[src/rtl/blink_bank.sv]
// blink_bank: one shared free-running tick counter driving CHANNELS LED outputs.
// Each channel has its own mode and rate. BURST mode exists only when BLINK_BANK_BURST_EN is defined.
module blink_bank #(
  parameter int CHANNELS = 4,
  parameter int CNT_W    = 16,
  parameter int RATE_W   = 4,
  localparam int CH_W    = (CHANNELS > 1) ? $clog2(CHANNELS) : 1
) (
  input  logic                clk,
  input  logic                rst_n,
  input  logic                ena,
  input  logic                cfg_valid,
  output logic                cfg_ready,
  input  logic [CH_W-1:0]     cfg_ch,
  input  logic [1:0]          cfg_mode,
  input  logic [RATE_W-1:0]   cfg_rate,
  input  logic [3:0]          cfg_count,
  output logic [CNT_W-1:0]    tick_count,
  output logic [CHANNELS-1:0] blink_out,
  output logic [CHANNELS-1:0] busy
);

  localparam logic [1:0] MODE_OFF   = 2'd0;
  localparam logic [1:0] MODE_ON    = 2'd1;
  localparam logic [1:0] MODE_BLINK = 2'd2;
  localparam logic [1:0] MODE_BURST = 2'd3;

  logic [CNT_W-1:0]    tick_count_q, tick_count_d;
  logic                cfg_ready_q, cfg_ready_d;
  logic [1:0]          mode_q [CHANNELS];
  logic [1:0]          mode_d [CHANNELS];
  logic [RATE_W-1:0]   rate_q [CHANNELS];
  logic [RATE_W-1:0]   rate_d [CHANNELS];
  logic [CHANNELS-1:0] phase_q, phase_d;
  logic [CHANNELS-1:0] blink_q, blink_d;
  logic [CHANNELS-1:0] tick_s;
  logic                accept_s;
  logic [1:0]          wr_mode_s;
  logic [RATE_W-1:0]   wr_rate_s;
`ifdef BLINK_BANK_BURST_EN
  logic [3:0]          remaining_q [CHANNELS];
  logic [3:0]          remaining_d [CHANNELS];
  logic [CHANNELS-1:0] busy_q, busy_d;
`else
  logic                unused_cfg_count;
  assign unused_cfg_count = ^cfg_count;
`endif

  // Ones in bits [r:0]; a channel ticks when the counter is all ones under this mask.
  function automatic logic [CNT_W-1:0] low_mask(input logic [RATE_W-1:0] r);
    logic [CNT_W-1:0] m;
    for (int i = 0; i < CNT_W; i++) begin
      m[i] = (i <= int'(r));
    end
    return m;
  endfunction

  function automatic logic [RATE_W-1:0] clamp_rate(input logic [RATE_W-1:0] r);
    if (int'(r) >= CNT_W) begin
      return RATE_W'(CNT_W - 1);
    end else begin
      return r;
    end
  endfunction

  // Decode of the configuration request into the values a channel will load.
  always_comb begin
    accept_s  = cfg_valid & cfg_ready_q;
    wr_rate_s = clamp_rate(cfg_rate);
`ifdef BLINK_BANK_BURST_EN
    if ((cfg_mode == MODE_BURST) && (cfg_count == 4'd0)) begin
      wr_mode_s = MODE_OFF;
    end else begin
      wr_mode_s = cfg_mode;
    end
`else
    if (cfg_mode == MODE_BURST) begin
      wr_mode_s = MODE_BLINK;
    end else begin
      wr_mode_s = cfg_mode;
    end
`endif
  end

  // Shared counter and the one-cycle ready gap after each accept.
  always_comb begin
    if (ena) begin
      tick_count_d = tick_count_q + CNT_W'(1);
    end else begin
      tick_count_d = tick_count_q;
    end
    cfg_ready_d = ~accept_s;
  end

  // Per-channel next state; an accepted write overrides a same-cycle tick.
  always_comb begin
    mode_d  = mode_q;
    rate_d  = rate_q;
    phase_d = phase_q;
    blink_d = {CHANNELS{1'b0}};
    tick_s  = {CHANNELS{1'b0}};
`ifdef BLINK_BANK_BURST_EN
    remaining_d = remaining_q;
    busy_d      = {CHANNELS{1'b0}};
`endif
    for (int c = 0; c < CHANNELS; c++) begin
      tick_s[c] = ena & (&(tick_count_q | ~low_mask(rate_q[c])));
      if (accept_s && (cfg_ch == CH_W'(c))) begin
        mode_d[c]  = wr_mode_s;
        rate_d[c]  = wr_rate_s;
        phase_d[c] = 1'b0;
`ifdef BLINK_BANK_BURST_EN
        remaining_d[c] = cfg_count;
`endif
      end else if (tick_s[c]) begin
        case (mode_q[c])
          MODE_BLINK: phase_d[c] = ~phase_q[c];
`ifdef BLINK_BANK_BURST_EN
          MODE_BURST: begin
            phase_d[c] = ~phase_q[c];
            // A falling toggle ends one pulse; the last one retires the burst.
            if (phase_q[c]) begin
              remaining_d[c] = remaining_q[c] - 4'd1;
              if (remaining_q[c] == 4'd1) begin
                mode_d[c] = MODE_OFF;
              end else begin
                mode_d[c] = mode_q[c];
              end
            end else begin
              remaining_d[c] = remaining_q[c];
            end
          end
`endif
          default: phase_d[c] = phase_q[c];
        endcase
      end else begin
        phase_d[c] = phase_q[c];
      end
      case (mode_d[c])
        MODE_ON:                blink_d[c] = 1'b1;
        MODE_BLINK, MODE_BURST: blink_d[c] = phase_d[c];
        default:                blink_d[c] = 1'b0;
      endcase
`ifdef BLINK_BANK_BURST_EN
      busy_d[c] = (mode_d[c] == MODE_BURST);
`endif
    end
  end

  // State and output registers with synchronous active-low reset.
  always_ff @(posedge clk) begin
    if (!rst_n) begin
      tick_count_q <= {CNT_W{1'b0}};
      cfg_ready_q  <= 1'b1;
      mode_q       <= '{default: MODE_OFF};
      rate_q       <= '{default: {RATE_W{1'b0}}};
      phase_q      <= {CHANNELS{1'b0}};
      blink_q      <= {CHANNELS{1'b0}};
`ifdef BLINK_BANK_BURST_EN
      remaining_q  <= '{default: 4'd0};
      busy_q       <= {CHANNELS{1'b0}};
`endif
    end else begin
      tick_count_q <= tick_count_d;
      cfg_ready_q  <= cfg_ready_d;
      mode_q       <= mode_d;
      rate_q       <= rate_d;
      phase_q      <= phase_d;
      blink_q      <= blink_d;
`ifdef BLINK_BANK_BURST_EN
      remaining_q  <= remaining_d;
      busy_q       <= busy_d;
`endif
    end
  end

  assign tick_count = tick_count_q;
  assign cfg_ready  = cfg_ready_q;
  assign blink_out  = blink_q;
`ifdef BLINK_BANK_BURST_EN
  assign busy       = busy_q;
`else
  assign busy       = {CHANNELS{1'b0}};
`endif

endmodule
[config.mk]
export PLATFORM = sky130hd
export DESIGN_NAME = blink_bank
export DESIGN_NICKNAME = d
export VERILOG_FILES = /design/src/rtl/blink_bank.sv
export SDC_FILE = /design/constraint.sdc
export NUM_CORES = 1
export LEC_CHECK = 0
export ABC_AREA = 1
export CAP_MARGIN = 5
export CELL_PAD_IN_SITES_DETAIL_PLACEMENT = 0
export CELL_PAD_IN_SITES_GLOBAL_PLACEMENT = 1
export CORE_ASPECT_RATIO = 0.9
export CORE_MARGIN = 2
export CORE_UTILIZATION = 38
export DETAILED_ROUTE_END_ITERATION = 8
export PLACE_DENSITY = 0.77
export SYNTH_ARGS = -nofsm -noshare
export SYNTH_HDL_FRONTEND = slang
export SYNTH_SLANG_ARGS = --single-unit
[constraint.sdc]
create_clock -name clk -period 1.6 [get_ports clk]
set_input_delay 0.16 -clock clk [delete_from_list [all_inputs] [get_ports clk]]
set_output_delay 0.16 -clock clk [all_outputs]
set_load 0.05 [all_outputs]
# == After elaboration in Yosys (flattened, before gate mapping) ==
# Index checks and enable logic that the tools add are counted.
# Widths: inputs -> output; s select.
# totals
register_bits,49
in_bits,16
# op_classes
n_addsub,1
n_lt_le_gt_ge,60
eq_ne,20
mux,21
n_bitwise,18
reduce_logical,13
# op_table
operator,n
$le 4x4->1 const A,32
$le 3x4->1 const A,16
$not 16->16,4
$or 16x16->16,4
$reduce_and 16->1,4
$le 2x4->1 const A,8
$eq 2x2->1 const B,15
$add 16x1->16 const B,1
$le 1x4->1 const A,4
$mux 1,12
$eq 2x1->1 const B,5
$mux 2,5
$pmux 1 s2,4
$reduce_or 2->1,4
$and 1x1->1,5
$not 1->1,5
$logic_and 1x1->1,4
$logic_not 2->1,1

# == Longest topological paths before layout ==
# Gate-level depths: netlist (run 1).
# logic_depth
ltp_word,8
ltp_mapped,11
mapped_depth_nobuf,11

# == Worst setup path before layout (run 1) ==
# OpenSTA, ideal clock, no wires.
# synth_path
kind,register to register
startpoint,register tick_count_q[1] (netlist: tick_count[1])
endpoint,register tick_count_q[14] (netlist: tick_count[14])
setup_time_ps,130
arrival_time_ps,1780
t_required_ps,1470
slack_ps,-310
stages_incl_launch_ff,9
period_less_slack_ps,1910
path_cell_list,dfxtp_1 ha_1 nand2_1 nor2_2 nand3_2 nor2_4 nand4_2 nor3_1 nor3_2
# synth_between
elab_chain_len,1
# synth_lines
element,line,rtl
start: declaration,28,"logic [CNT_W-1:0] tick_count_q, tick_count_d;"
start signal: assignment,153,tick_count_q <= {CNT_W{1'b0}};
start signal: assignment,164,tick_count_q <= tick_count_d;
$add 16x1->16,88,tick_count_d = tick_count_q + CNT_W'(1);
# Every way passes these cells.
# A chain may end at the register's enable or synchronous reset.

# == Worst setup path in the final report (run 1) ==
# layout_path
startpoint,register tick_count_q[1] (netlist: tick_count[1])
endpoint,register tick_count_q[8] (netlist: tick_count[8])
# The elaborated chain is that of the path after synthesis.

==> results by group, run 1 <==
Finish
  – Share of cells above drive strength 1: 22.9%
  – Area of the multi-input gates: 1530 um^2
  – Syn-to-layout area delta: 28.2%
  – Design Area, Final: 3530 um^2
  – Final #Nets: 505
  – Antenna diodes: 0
  – Fill count: 739
  – Reg area: 1010 um^2
  – Fin util: 50.1%
  – Highest-count cells in the layout ignoring fill and taps: nand2_1, nor2_1, inv_1
  – Commonest non-fill, non-tap cell in the layout: nand2_1

Floorplanning
  – Area of the core: 7040 um^2
  – Die height: 84.7 um
  – Initial Util: 39.1%
  – IO Pins: 41
  – Die Area: 7940 um^2
  – Width of the die: 93.7 um
  – Placement Rows: 29

Detailed routing
  – Via Count: 2871
  – Via density: 4.93
  – Total Wirelength: 8030 um
  – Antenna-violating nets left: 0
  – Drt wl/cell: 13.8 um
  – DRT iter0 DRCs: 264
  – First-pass iteration count of the detailed router: 5
  – Residual DRC: 0

Clock tree
  – Root Driver: clkbuf_8
  – Cts hold-fix bufs: 0
  – Max Buffers Root-to-Sink: 2
  – CTS tree: built
  – Clock Sink Count: 49
  – CTS Buf Count: 5
  – Skew-Pair Late Insertion Delay: 0.31 ns
  – H-tree depth: 2
  – Worst-path clk slew: 0.10 ns

Outcome
  – Status: complete, no violations

GRT
  – First-pass GRT wire length: 13100 um
  – Vias in the first global route: 2551
  – Total GRT Usage: 21.3%
  – Initial antenna violation count: 0
  – Pin count of the biggest net entering global routing: 26
  – Gr ovfl total: 0

Power
  – Peak supply drop: 337 uV
  – Pwr dens: 758 nW/um^2
  – Power after layout: 2.67 mW
  – LEAKAGE: 1.53 nW

Synthesis
  – Primary FF master, synth: dfxtp_1
  – Synth Warn #: 0
  – Flop and latch count out of synthesis: 49
  – Post-Synthesis Cells: 424
  – EDFF count, synth: 0
  – Number of distinct library cells after synthesis: 35
  – FFs w/ async S/R, synth: 0%
  – Sequential-to-total area share from yosys stat: 35.7%
  – Mapped Area: 2750 um^2
  – Syn_area_per_cell: 6.49 um^2

Placement
  – IO buf count: 32
  – Post-DP HPWL: 6200 um
  – Placement Cell Area: 3350 um^2
  – RD Place Congestion: 0.974

STA
  – Hold slack final: 0.397 ns
  – Final slew viol count: 0
  – Clock skew: 0.00869 ns
  – Final setup fails: 0
  – Final Cycle Share: 95.6%
  – Highest Clock Rate: 654 MHz
  – Final Hold Fails: 0
  – Final min period: 1.53 ns

Setup path
  – Crit Path Class: reg -> reg
  – CP dominant cell by count: nand2_1
  – Maximum fanout along the worst path: 4
  – Crit start category: register
  – CP peak stage delay: 0.38 ns
  – R2R setup slack: 0.07 ns
  – Critical-path cell list: ha_1, nand2_1, nor2_2, nand3_2, nor2_4, buf_4, nand2_1, o21ai_0, a21oi_1
  – CP required: 1.81 ns
  – CP Capture Type: register
  – CP max stage cell: dfxtp_4
  – Crit path DAT: 1.74 ns

Job
  – Max-capacitance violation count: 0

Min path
  – Worst Hold Class: in -> reg
-- routing by layer --
layer  up-vias  GRT usage, %  routed length (um)
met3        10          3.41                 442
met2        92          33.2                3590
li1       1481             -                   -
met5         -             0                   0
met1      1288          30.7                3920
met4         0          5.14                  80
-- area by class of cell --
class                           instances  share of cell area, %
Tap cell                               93                   3.30
Multi-Input combinational cell        309                   43.4
Inverter                               59                   6.31
Sequential cell                        49                   28.7
Timing Repair Buffer                   64                   15.1
Clock inverter                          3                   1.24
Clock buffer                            5                   1.95
-- where the power goes --
group	internal, mW	switching [mW]
Clock	0.469	0.463
Sequential	1.26	0.0458
Combinational	0.163	0.275
Total	1.89	0.783
-- stage by stage --
step / worst slack [ns] / TNS (ns) / instances
after global placement: -0.100 / -0.916 / 570
after CTS: 0.0819 / 0 / 578
after global routing: -0.0396 / -0.0569 / 582
after floorplan: 0.00177 / 0 / 427
final: 0.0710 / 0 / 582
after detailed placement: -0.0992 / -1.34 / 570
-- cells by family (layout without fill, tap and decap cells) --
family | Yosys count | after routing | synth area share [%]
flops | 49 | 49 | 35.7
simple gates | 216 | 216 | 36.9
other cells | 1 | 4 | 0.136
xor+xnor | 1 | 1 | 0.318
buf+inv | 69 | 131 | 10.1
fa+ha+maj | 1 | 1 | 0.455
compound gates | 87 | 87 | 16.5
-- cell usage after synthesis, types with 2 or more instances --
| library cell | count | area [um^2] |
|---|---|---|
| nor3_2 | 2 | 20.0 |
| nor2_2 | 4 | 25.0 |
| nand3_2 | 3 | 30.0 |
| nor4_1 | 2 | 12.5 |
| o21ai_1 | 4 | 20.0 |
| a21oi_1 | 35 | 175 |
| dfxtp_1 | 49 | 981 |
| o21ai_0 | 41 | 205 |
| nand2_2 | 6 | 37.5 |
| nor2_1 | 68 | 255 |
| nor3_4 | 5 | 81.3 |
| inv_1 | 55 | 206 |
| clkbuf_1 | 2 | 7.51 |
| a21oi_2 | 2 | 17.5 |
| buf_1 | 2 | 7.51 |
| inv_2 | 2 | 7.51 |
| o21bai_1 | 2 | 15.0 |
| nand2_1 | 86 | 323 |
| buf_4 | 4 | 30.0 |
| nor2_4 | 3 | 33.8 |
| nand4_1 | 2 | 12.5 |
| nand3_1 | 21 | 105 |
| nor3_1 | 12 | 60.1 |
-- what timing repair did --
| action | 4_1_cts | 5_1_grt |
|---|---|---|
| hold endpoints to repair | 0 | 0 |
| resized for setup | 0 | 19 |
| endpoints found under the setup margin | 0 | 11 |
| setup buffers | 0 | 4 |
-- path summary, 6_finish.rpt --
check,startpoint,to,cells after the start
max,tick_count[1],tick_count[8],9
min,cfg_valid,cfg_ready,2
max reg2reg,tick_count[1],tick_count[8],9
min reg2reg,cfg_ready,cfg_ready,1
-- registers in the layout, summed over array words and instances, names as in the netlist --
name        cells
phase_q         4
tick_count     16
blink_out       4
rate_q         16
mode_q          8
cfg_ready       1
-- critical path, delay by kind of cell, from the launching register on --
family / cells / cell delay (ns)
simple gates: 5 / 0.52
flops: 1 / 0.38
compound gates: 2 / 0.23
fa+ha+maj: 1 / 0.16
buf+inv: 1 / 0.13
Power figures use the tool's default switching activity.
==> run 2: changes to the inputs <==
Settings changed: CORE_MARGIN 2 to 1.5.
==> results by group, run 2 (same netlist as run 1, synthesis figures left out) <==
Outcome
  – Status: complete, no violations

Placement
  – Placed cells: 565
  – Placement Cell Area: 3310 um^2
  – RD Place Congestion: 0.960
  – IO buf count: 32
  – Post-DP HPWL: 6370 um

Detailed routing
  – Drt wl/cell: 14.3 um
  – First-pass iteration count of the detailed router: 4
  – Total Wirelength: 8250 um
  – DRT iter0 DRCs: 180
  – Via Count: 2833
  – Antenna-violating nets left: 0
  – Via density: 4.89
  – Residual DRC: 0

Power
  – Int Power: 1.77 mW
  – LEAKAGE: 1.51 nW
  – Seq pwr share: 51.9%
  – Clk pwr share: 30.2%
  – Psw: 747 uW
  – Peak supply drop: 345 uV
  – Combinational share of power: 17.9%
  – Net Sw Frac: 29.7%
  – Pwr dens: 711 nW/um^2

GRT
  – Total GRT Usage: 22.6%
  – Pin count of the biggest net entering global routing: 25
  – Gr ovfl total: 0
  – First-pass GRT wire length: 13600 um
  – Initial antenna violation count: 0
  – Vias in the first global route: 2689

Clock tree
  – Worst-path clk slew: 0.09 ns
  – CTS Buf Count: 5
  – Max Buffers Root-to-Sink: 2
  – Skew-Pair Late Insertion Delay: 0.30 ns
  – Root Driver: clkbuf_8
  – CTS tree: built
  – Clock Sink Count: 49
  – H-tree depth: 2

Floorplanning
  – IO Pins: 41
  – Area of the core: 7040 um^2
  – Width of the die: 92.7 um
  – Placement Rows: 29
  – Die height: 83.7 um
  – Die Area: 7760 um^2
  – Initial Util: 39.1%

Setup path
  – CP Capture Type: register
  – Critical-path cell list: buf_6, nand2_8, nor2_4, nor2_2, nor2_1, nand2_1, nor2_2, nand2_1, nand2_1, nand3_2, a21boi_1
  – CP max stage cell: dfxtp_4
  – Reg2reg start: tick_count[1]
  – Kind of cell adding the most delay to the critical path: simple AND/OR/NAND/NOR gates
  – Crit start category: register
  – Maximum fanout along the worst path: 5
  – Crit path DAT: 1.70 ns
  – CP dominant cell by count: nand2_1
  – CP required: 1.84 ns
  – CP peak stage delay: 0.39 ns
  – Reg2reg end: blink_out[2]
  – R2R setup slack: 0.13 ns
  – R2R cell count: 11
  – CP Buf/Inv Count: 1
  – Crit Path Class: reg -> reg

STA
  – Final Hold Fails: 0
  – Setup TNS: 0 ns
  – Final slew viol count: 0
  – Hold slack final: 0.412 ns
  – Clock skew: 0.00812 ns
  – Final Cycle Share: 91.6%
  – Final min period: 1.47 ns
  – RSZ-0062 raised after global routing: yes
  – Highest Clock Rate: 683 MHz
  – Final setup fails: 0

Finish
  – Final #Nets: 503
  – Fin util: 50.3%
  – Final Non-Filler Cells: 579
  – Share of cells above drive strength 1: 23.7%
  – Reg area: 1010 um^2
  – Antenna diodes: 0
  – Area of the multi-input gates: 1570 um^2
  – Syn-to-layout area delta: 28.8%
  – Commonest non-fill, non-tap cell in the layout: nand2_1
  – Highest-count cells in the layout ignoring fill and taps: nand2_1, nor2_1, inv_1
  – Fill count: 778
  – Design Area, Final: 3540 um^2

Min path
  – Worst Hold Class: in -> reg
  – Worst hold endpoint: cfg_ready
  – WHS Path Cells: 2
  – Hold Crit Start: cfg_valid

Job
  – Max-capacitance violation count: 0
## run 2: changes by cell type in the layout (fill, tap and decap cells not counted), sizes merged
cell,before,now
clkinvlp,0,1
clkdlybuf4s50,11,10
dlymetal6s2s,0,1
clkinv,3,1
bufinv,1,0
clkbuf,5,6
buf,53,51
## run 2: worst max path at each step
stage | startpoint | endpoint | slack [ns] | depth (start not counted)
after floorplan | tick_count[10] | tick_count[15] | 0.002 | 6
after global placement | cfg_ch[0] | blink_out[1] | -0.17 | 9
after detailed placement | cfg_ch[0] | blink_out[1] | -0.16 | 9
after CTS | tick_count[1] | tick_count[14] | 0.07 | 8
final | tick_count[1] | blink_out[2] | 0.13 | 11
after global routing | tick_count[1] | blink_out[2] | -0.03 | 11
## run 2: timing repair
action | 4_1_cts | 5_1_grt
hold buffers | 0 | 0
endpoints found under the setup margin | 0 | 9
resized for setup | 0 | 29
buffers inserted | 0 | 7
## run 2: cell type report
type                            instances  share of cell area [%]
Tap cell                               93                    3.28
Sequential cell                        49                    28.4
Timing Repair Buffer                   62                    15.0
Multi-Input combinational cell        309                    44.4
Clock inverter                          1                   0.212
Inverter                               59                    6.32
Clock buffer                            6                    2.33
## run 2: per-layer routing
metal	vias up	part of all wire, %	global-route usage, %
li1	1478	-	-
met1	1280	49	31.1
met2	64	45	36.4
met3	11	4.0	3.46
met4	0	2.0	6.61
met5	-	0	0
## run 2: stage by stage
stage | setup WS, ns | total power [mW]
after floorplan | 0.00177 | 1.60
after global placement | -0.168 | 1.76
after detailed placement | -0.159 | 1.76
after CTS | 0.0715 | 2.53
after global routing | -0.0320 | 2.66
final | 0.135 | 2.52
## run 2: worst reg2reg max path, delay by kind of cell (launching register included)
kind | cells | cell delay [ns]
AND/OR/NAND/NOR | 9 | 0.75
flip-flops | 1 | 0.39
AO/OA/AOI/OAI | 1 | 0.15
buffers and inverters | 1 | 0.12
## run 2: power by group through the flow
stage	logic (mW)	registers (mW)	clock network, mW
2_1_floorplan	0.241	1.36	0
3_3_place_gp	0.423	1.34	0
3_5_place_dp	0.424	1.34	0
4_1_cts	0.426	1.31	0.799
5_1_grt	0.501	1.31	0.843
6_report	0.452	1.31	0.760
